`src/rtl/tx_fifo_ctrl_pkg.sv`:
```
`default_nettype none
// ---------------------------------------------------------------------------
// tx_fifo_ctrl_pkg : shared TX sizing constants and arbiter state type. Rev 1.0
// ---------------------------------------------------------------------------
package tx_fifo_ctrl_pkg;

   localparam int TX_DEPTH             = 8;
   localparam int NBYTES               = 8;
   localparam int TX_FIFO_AFULL_MARGIN = 2;

   // Identifies which requester owned the most recent write grant.
   typedef enum logic {
      ARB_REQ0 = 1'b0,
      ARB_REQ1 = 1'b1
   } arb_sel_e;

endpackage
`default_nettype wire

```
`src/rtl/tx_rr_arb2.sv`:
```
`default_nettype none
// ---------------------------------------------------------------------------
// tx_rr_arb2 : two-way round-robin arbiter with registered last-grant. Rev 1.0
// ---------------------------------------------------------------------------
module tx_rr_arb2
   import tx_fifo_ctrl_pkg::*;
(
   input  logic clk,
   input  logic rst,
   input  logic i_en,
   input  logic i_req0,
   input  logic i_req1,
   output logic o_gnt0,
   output logic o_gnt1
);

   arb_sel_e r_last_gnt;
   logic     w_gnt0;
   logic     w_gnt1;

   always_comb begin
      w_gnt0 = 1'b0;
      w_gnt1 = 1'b0;
      if (i_en) begin
         if (i_req0 && i_req1) begin
            if (r_last_gnt == ARB_REQ1) begin
               w_gnt0 = 1'b1;
            end else begin
               w_gnt1 = 1'b1;
            end
         end else begin
            w_gnt0 = i_req0;
            w_gnt1 = i_req1;
         end
      end
   end

   // Starting from REQ1 lets requester 0 win the first contested cycle.
   always_ff @(posedge clk) begin
      if (rst) begin
         r_last_gnt <= ARB_REQ1;
      end else if (w_gnt0) begin
         r_last_gnt <= ARB_REQ0;
      end else if (w_gnt1) begin
         r_last_gnt <= ARB_REQ1;
      end
   end

   assign o_gnt0 = w_gnt0;
   assign o_gnt1 = w_gnt1;

endmodule
`default_nettype wire

```
`src/rtl/tx_fifo_ctrl.sv`:
```
`default_nettype none
// ---------------------------------------------------------------------------
// tx_fifo_ctrl : TX FIFO pointer, flag and write-port arbitration control. Rev 1.0
// ---------------------------------------------------------------------------
module tx_fifo_ctrl
   import tx_fifo_ctrl_pkg::*;
#(
   parameter int FIFO_DEPTH   = TX_DEPTH,
   parameter int DATA_WIDTH   = NBYTES,
   parameter int AFULL_THRESH = FIFO_DEPTH - TX_FIFO_AFULL_MARGIN
)(
   input  logic                          w_clk,
   input  logic                          rst,
   input  logic                          flush,
   input  logic                          req0,
   input  logic [DATA_WIDTH-1:0]         data0,
   output logic                          gnt0,
   input  logic                          req1,
   input  logic [DATA_WIDTH-1:0]         data1,
   output logic                          gnt1,
   input  logic                          r_en,
   output logic                          mem_w_en,
   output logic [$clog2(FIFO_DEPTH)-1:0] mem_w_addr,
   output logic [DATA_WIDTH-1:0]         mem_w_data,
   output logic [$clog2(FIFO_DEPTH)-1:0] mem_r_addr,
   output logic                          empty,
   output logic                          full,
   output logic                          afull,
   output logic [$clog2(FIFO_DEPTH):0]   count,
   output logic                          ovf_err,
   output logic                          udf_err
);

   localparam int            AW          = $clog2(FIFO_DEPTH);
   localparam logic [AW:0]   C_PTR_ONE   = (AW+1)'(1);
   localparam logic [AW:0]   C_AFULL_LVL = (AW+1)'(AFULL_THRESH);

   logic [AW:0] r_wr_ptr;
   logic [AW:0] r_rd_ptr;
   logic        r_ovf_err;
   logic        r_udf_err;

   logic        w_empty;
   logic        w_full;
   logic [AW:0] w_count;
   logic        w_eligible;
   logic        w_gnt0;
   logic        w_gnt1;
   logic        w_push;
   logic        w_pop;

   // Extra MSB on each pointer separates the full and empty cases.
   assign w_empty    = (r_wr_ptr == r_rd_ptr);
   assign w_full     = (r_wr_ptr[AW] != r_rd_ptr[AW]) &&
                       (r_wr_ptr[AW-1:0] == r_rd_ptr[AW-1:0]);
   assign w_count    = r_wr_ptr - r_rd_ptr;
   assign w_eligible = !w_full && !flush && !rst;

   tx_rr_arb2 u_arb (
      .clk    (w_clk),
      .rst    (rst),
      .i_en   (w_eligible),
      .i_req0 (req0),
      .i_req1 (req1),
      .o_gnt0 (w_gnt0),
      .o_gnt1 (w_gnt1)
   );

   assign w_push = w_gnt0 | w_gnt1;
   assign w_pop  = r_en && !w_empty && !flush;

   always_ff @(posedge w_clk) begin
      if (rst) begin
         r_wr_ptr  <= '0;
         r_rd_ptr  <= '0;
         r_ovf_err <= 1'b0;
         r_udf_err <= 1'b0;
      end else begin
         if (w_push) begin
            r_wr_ptr <= r_wr_ptr + C_PTR_ONE;
         end
         // Flush drops everything written so far, including this cycle's pop.
         if (flush) begin
            r_rd_ptr <= r_wr_ptr;
         end else if (w_pop) begin
            r_rd_ptr <= r_rd_ptr + C_PTR_ONE;
         end
         if ((req0 || req1) && w_full) begin
            r_ovf_err <= 1'b1;
         end
         if (r_en && w_empty) begin
            r_udf_err <= 1'b1;
         end
      end
   end

   assign gnt0       = w_gnt0;
   assign gnt1       = w_gnt1;
   assign mem_w_en   = w_push;
   assign mem_w_addr = r_wr_ptr[AW-1:0];
   assign mem_w_data = w_gnt1 ? data1 : data0;
   assign mem_r_addr = r_rd_ptr[AW-1:0];
   assign empty      = w_empty;
   assign full       = w_full;
   assign afull      = (w_count >= C_AFULL_LVL);
   assign count      = w_count;
   assign ovf_err    = r_ovf_err;
   assign udf_err    = r_udf_err;

endmodule
`default_nettype wire

```
`config.mk`:
```
export PLATFORM = sky130hd
export DESIGN_NAME = tx_fifo_ctrl
export DESIGN_NICKNAME = d
export VERILOG_FILES = /design/src/rtl/tx_fifo_ctrl_pkg.sv /design/src/rtl/tx_rr_arb2.sv /design/src/rtl/tx_fifo_ctrl.sv
export SDC_FILE = /design/constraint.sdc
export NUM_CORES = 1
export LEC_CHECK = 0
export BUFFER_PORTS_ARGS = -buffer_cell sky130_fd_sc_hd__buf_2
export CAP_MARGIN = 0
export CELL_PAD_IN_SITES_DETAIL_PLACEMENT = 1
export CELL_PAD_IN_SITES_GLOBAL_PLACEMENT = 1
export CORE_AREA = 2 2 50 63
export CTS_CLUSTER_DIAMETER = 50
export DETAILED_ROUTE_END_ITERATION = 8
export DIE_AREA = 0 0 52 65
export GPL_ROUTABILITY_DRIVEN = 0
export GPL_TIMING_DRIVEN = 0
export PLACE_DENSITY_LB_ADDON = 0.05
export SYNTH_ARGS = -nofsm -noshare
export SYNTH_HDL_FRONTEND = slang
export SYNTH_SLANG_ARGS = --single-unit
```
`constraint.sdc`:
```
create_clock -name w_clk -period 5.64 [get_ports w_clk]
set_input_delay 0.564 -clock w_clk [delete_from_list [all_inputs] [get_ports w_clk]]
set_output_delay 0.564 -clock w_clk [all_outputs]
set_load 0.01 [all_outputs]
```
==> impl_metrics.sql <==
INSERT INTO impl_metrics (metric_group, metric, value, unit) VALUES
('floorplanning', 'fp.dieArea', '3380', 'sq um'),
('sta', 'setup_failing_eps_final', '0', ''),
('floorplanning', 'pin_count', '48', ''),
('floorplanning', 'placement_rows', '22', ''),
('grt', 'global_route_wire_length_before_repair', '3.456', 'mm'),
('critical_path', 'setup.worst_path.start_class', 'flip-flop', ''),
('min_path', 'hold_class', 'flip-flop to flip-flop', ''),
('floorplanning', 'die-width', '52', 'um'),
('min_path', 'holdPathEnd', 'ovf_err', ''),
('clock_tree', 'postCtsSetupBuffers', '0', ''),
('clock_tree', 'cts_tree', 'built', ''),
('run_status', 'run_status', 'complete, no violations', ''),
('routing', 'drt_iter0_drc', '8', ''),
('clock_tree', 'tritoncts_num_sinks', '11', ''),
('sta', 'setup_repair_after_global_routing_missed_its_margin', 'no', ''),
('logic_synthesis', 'postSynthCellCount', '100', ''),
('grt', 'antenna_violations_before_repair', '0', ''),
('clock_tree', 'clockRootBuffer', 'clkbuf_4', ''),
('logic_synthesis', 'yosys_register_bits', '11', ''),
('routing', 'viasPerCell', '4.753', ''),
('power_and_ir_drop', 'pwr_dens', '207.4', 'nW/um^2'),
('critical_path', 'ff2ff_setup_slack', '3850', 'ps'),
('clock_tree', 'htree_num_levels', '1', ''),
('logic_synthesis', 'syn_area', '874.6', 'sq um'),
('logic_synthesis', 'ys.warnings.count', '0', ''),
('clock_tree', 'path_clk_slew', '70', 'ps'),
('placed_design', 'port_buffers', '46', ''),
('critical_path', 'rr_worst_depth', '6', ''),
('logic_synthesis', 'syn-num-nets', '128', ''),
('sta', 'fin_tns_setup', '0', 'ps'),
('routing', 'dr.pass1.iters', '3', ''),
('sta', 'finalHoldViolCount', '0', ''),
('cells_and_area', 'layout-drive-gt1-share', '0.4533', ''),
('cells_and_area', 'layout-area-overhead-vs-synth', '34.48', '%'),
('clock_tree', 'clk-insertion-delay-late', '260', 'ps'),
('critical_path', 'critical_path.reg2reg.startpoint', 'r_rd_ptr[1]', ''),
('critical_path', 'timing_worst_setup_path_type', 'flip-flop to output port', ''),
('routing', 'detailroute.via_count', '884', ''),
('sta', 'final_critical_path_setup_slack', '2713', 'ps'),
('logic_synthesis', 'ys_types', '31', ''),
('run', 'maxCapViolCount', '0', ''),
('critical_path', 'r2r_path_end', 'r_wr_ptr[1]', ''),
('sta', 'timing.final.max_slew_violations', '0', ''),
('critical_path', 'critical_path_required', '5080', 'ps'),
('critical_path', 'critical_path.max_fanout', '9', ''),
('clock_tree', 'cts.repair.resized', '0', ''),
('routing', 'antenna_left', '0', ''),
('grt', 'via_count_of_the_first_global_routing_pass', '816', ''),
('placed_design', 'preCtsSetupSlack', '2989', 'ps'),
('clock_tree', 'numCtsBuffers', '3', ''),
('grt', 'grt_overflow_total', '0', ''),
('routing', 'post_drt_wl_per_cell', '12.15', 'um'),
('critical_path', 'cp_data_arrival_time', '2360', 'ps'),
('floorplanning', 'die_h', '65', 'um'),
('power_and_ir_drop', 'total_leakage_power', '0.6024', 'nW'),
('clock_tree', 'clock_tree.buffer_depth', '2', ''),
('min_path', 'hold_path_depth', '2', ''),
('grt', 'grt_max_degree', '11', ''),
('routing', 'drc', '0', ''),
('cells_and_area', 'antenna-diode-count', '0', ''),
('min_path', 'worst_hold_start', 'ovf_err', ''),
('logic_synthesis', 'synth_area_per_cell', '8.746', 'sq um'),
('logic_synthesis', 'ys_seq_area_frac', '0.2518', ''),
('sta', 'layout_min_cycle_time', '2927', 'ps'),
('floorplanning', 'fp.coreArea', '2835', 'sq um'),
('power_and_ir_drop', 'vdd.ir_drop.worst', '0.0001080', 'V'),
('critical_path', 'end_kind', 'output port', ''),
('placed_design', 'detail_placement_hpwl', '1.948', 'mm'),
('sta', 'timing.final.crit_share', '0.5189', ''),
('sta', 'finalClockSkew', '1.727', 'ps'),
('cells_and_area', 'finalNetCount', '179', ''),
('sta', 'tightest_pin_transition', '451.6', 'ps'),
('grt', 'track_usage', '0.1346', ''),
('sta', 'clock.fmax', '341.7', 'MHz'),
('routing', 'wirelength', '2.260', 'mm'),
('sta', 'maxSlewHeadroom', '0.6990', ''),
('clock_tree', 'cts-hold-fix-buffers', '0', ''),
('floorplanning', 'initial_core_util', '0.3085', '');
[sequential cells by signal, summed over array words and instances (netlist names)]
| signal | flops |
|---|---|
| ovf_err | 1 |
| r_rd_ptr | 4 |
| r_wr_ptr | 4 |
| u_arb.r_last_gnt | 1 |
| udf_err | 1 |
[where the power goes]
part	switching [mW]	internal (mW)	leakage [nW]
sequential	0.00631	0.0833	0.0903
clock	0.0263	0.0274	0.0150
combinational	0.0518	0.0490	0.497
[cells in the mapped netlist]
| cell | instances | area (sq um) |
|---|---|---|
| and4b_1 | 1 | 10.01 |
| a21oi_2 | 1 | 8.760 |
| xor2_1 | 2 | 17.52 |
| and3_1 | 1 | 6.260 |
| fa_1 | 1 | 20.02 |
| a221oi_1 | 1 | 8.760 |
| o21ba_2 | 1 | 10.01 |
| nor4bb_1 | 1 | 10.01 |
| ha_1 | 5 | 62.56 |
| nand4_1 | 1 | 6.260 |
| nand2_1 | 5 | 18.77 |
| buf_6 | 1 | 11.26 |
| nor2_1 | 7 | 26.28 |
| o21ai_1 | 1 | 5.000 |
| o21ai_0 | 5 | 25.02 |
| nor2b_1 | 2 | 12.51 |
| nand3_1 | 2 | 10.01 |
| and3_2 | 1 | 7.510 |
| buf_4 | 6 | 45.04 |
| mux2i_1 | 1 | 10.01 |
| a31oi_1 | 1 | 6.260 |
| inv_1 | 11 | 41.29 |
| mux2_4 | 8 | 120.1 |
| or3_1 | 1 | 6.260 |
| o21a_1 | 3 | 22.52 |
| a21oi_1 | 8 | 40.04 |
| xnor2_1 | 6 | 52.55 |
| o211ai_1 | 2 | 15.01 |
| dfxtp_1 | 11 | 220.2 |
| clkbuf_1 | 2 | 7.510 |
| a221o_2 | 1 | 11.26 |
[layer usage]
layer | GRT usage | routed length, um | part of all wire
met5 | 0 | 0 | 0
met1 | 0.1342 | 895 | 0.40
met3 | 0.02995 | 161 | 0.071
met4 | 0.04934 | 10 | 0.0044
met2 | 0.2595 | 1191 | 0.53
[worst max-delay path, cell delays in order, from the launching register on]
cell and delay [ps]:
dfxtp_1 450, inv_1 70, ha_1 300, and3_1 230, a21oi_2 210, and4b_1 230, buf_6 160, mux2_4 310
buf_2 140
[placed cells by master (no fill, tap or decap), drive strengths merged, types with 2 or more instances in the layout]
master  count
ha          5
buf        53
inv        11
a21oi       9
nand2       5
nor2b       2
mux2        8
nand3       2
o21ai       6
nor2        7
xnor2       6
o21a        3
dfxtp      11
clkbuf      6
o211ai      2
and3        2
xor2        2
[through the flow]
| stage | area [sq um] | hold slack (ps) | power, mW | util | std cells |
|---|---|---|---|---|---|
| 6_report | 1176 | 443.9 | 0.2440 | 0.4148 | 186 |
| 2_1_floorplan | 874.6 | 469.6 | 0.1555 | - | 100 |
| 3_5_place_dp | 1150 | 435.5 | 0.1940 | 0.4056 | 182 |
| 5_1_grt | 1176 | 494.0 | 0.2653 | 0.4148 | 186 |
| 3_3_place_gp | 1150 | 433.0 | 0.1918 | 0.4056 | 182 |
| 4_1_cts | 1176 | 446.7 | 0.2491 | 0.4148 | 186 |
[cell type report]
type,count,area (sq um)
Sequential cell,11,220.2
Multi-Input combinational cell,69,549.3
Inverter,11,41.29
Timing Repair Buffer,46,230.2
Buffer,9,63.81
Tap cell,36,45.04
Clock buffer,4,26.28
Fill cell,364,1659
[cells by family (layout without fill, tap and decap cells)]
logic type               count (synthesis)  in the layout  synth area share
AO/OA/AOI/OAI                           24             24            0.1745
AND/OR/NAND/NOR                         22             22            0.1302
buffers and inverters                   20             70            0.1202
flip-flops                              11             11            0.2518
XOR/XNOR                                 8              8           0.08012
multiplexers                             9              9            0.1488
adder cells (fa/ha/maj)                  6              6           0.09442
[worst max-delay path by stage]
stage	start	to	slack (ps)	cells after the start
2_1_floorplan	r_rd_ptr[1]	mem_w_data[0]	3260	7
4_1_cts	r_rd_ptr[1]	mem_w_data[2]	2690	8
3_3_place_gp	r_rd_ptr[1]	mem_w_data[2]	3010	8
6_report	r_rd_ptr[1]	mem_w_data[2]	2710	8
3_5_place_dp	r_wr_ptr[0]	mem_w_data[2]	2990	8
5_1_grt	r_rd_ptr[1]	mem_w_data[0]	2580	8
(Power assumes the default switching activity.)
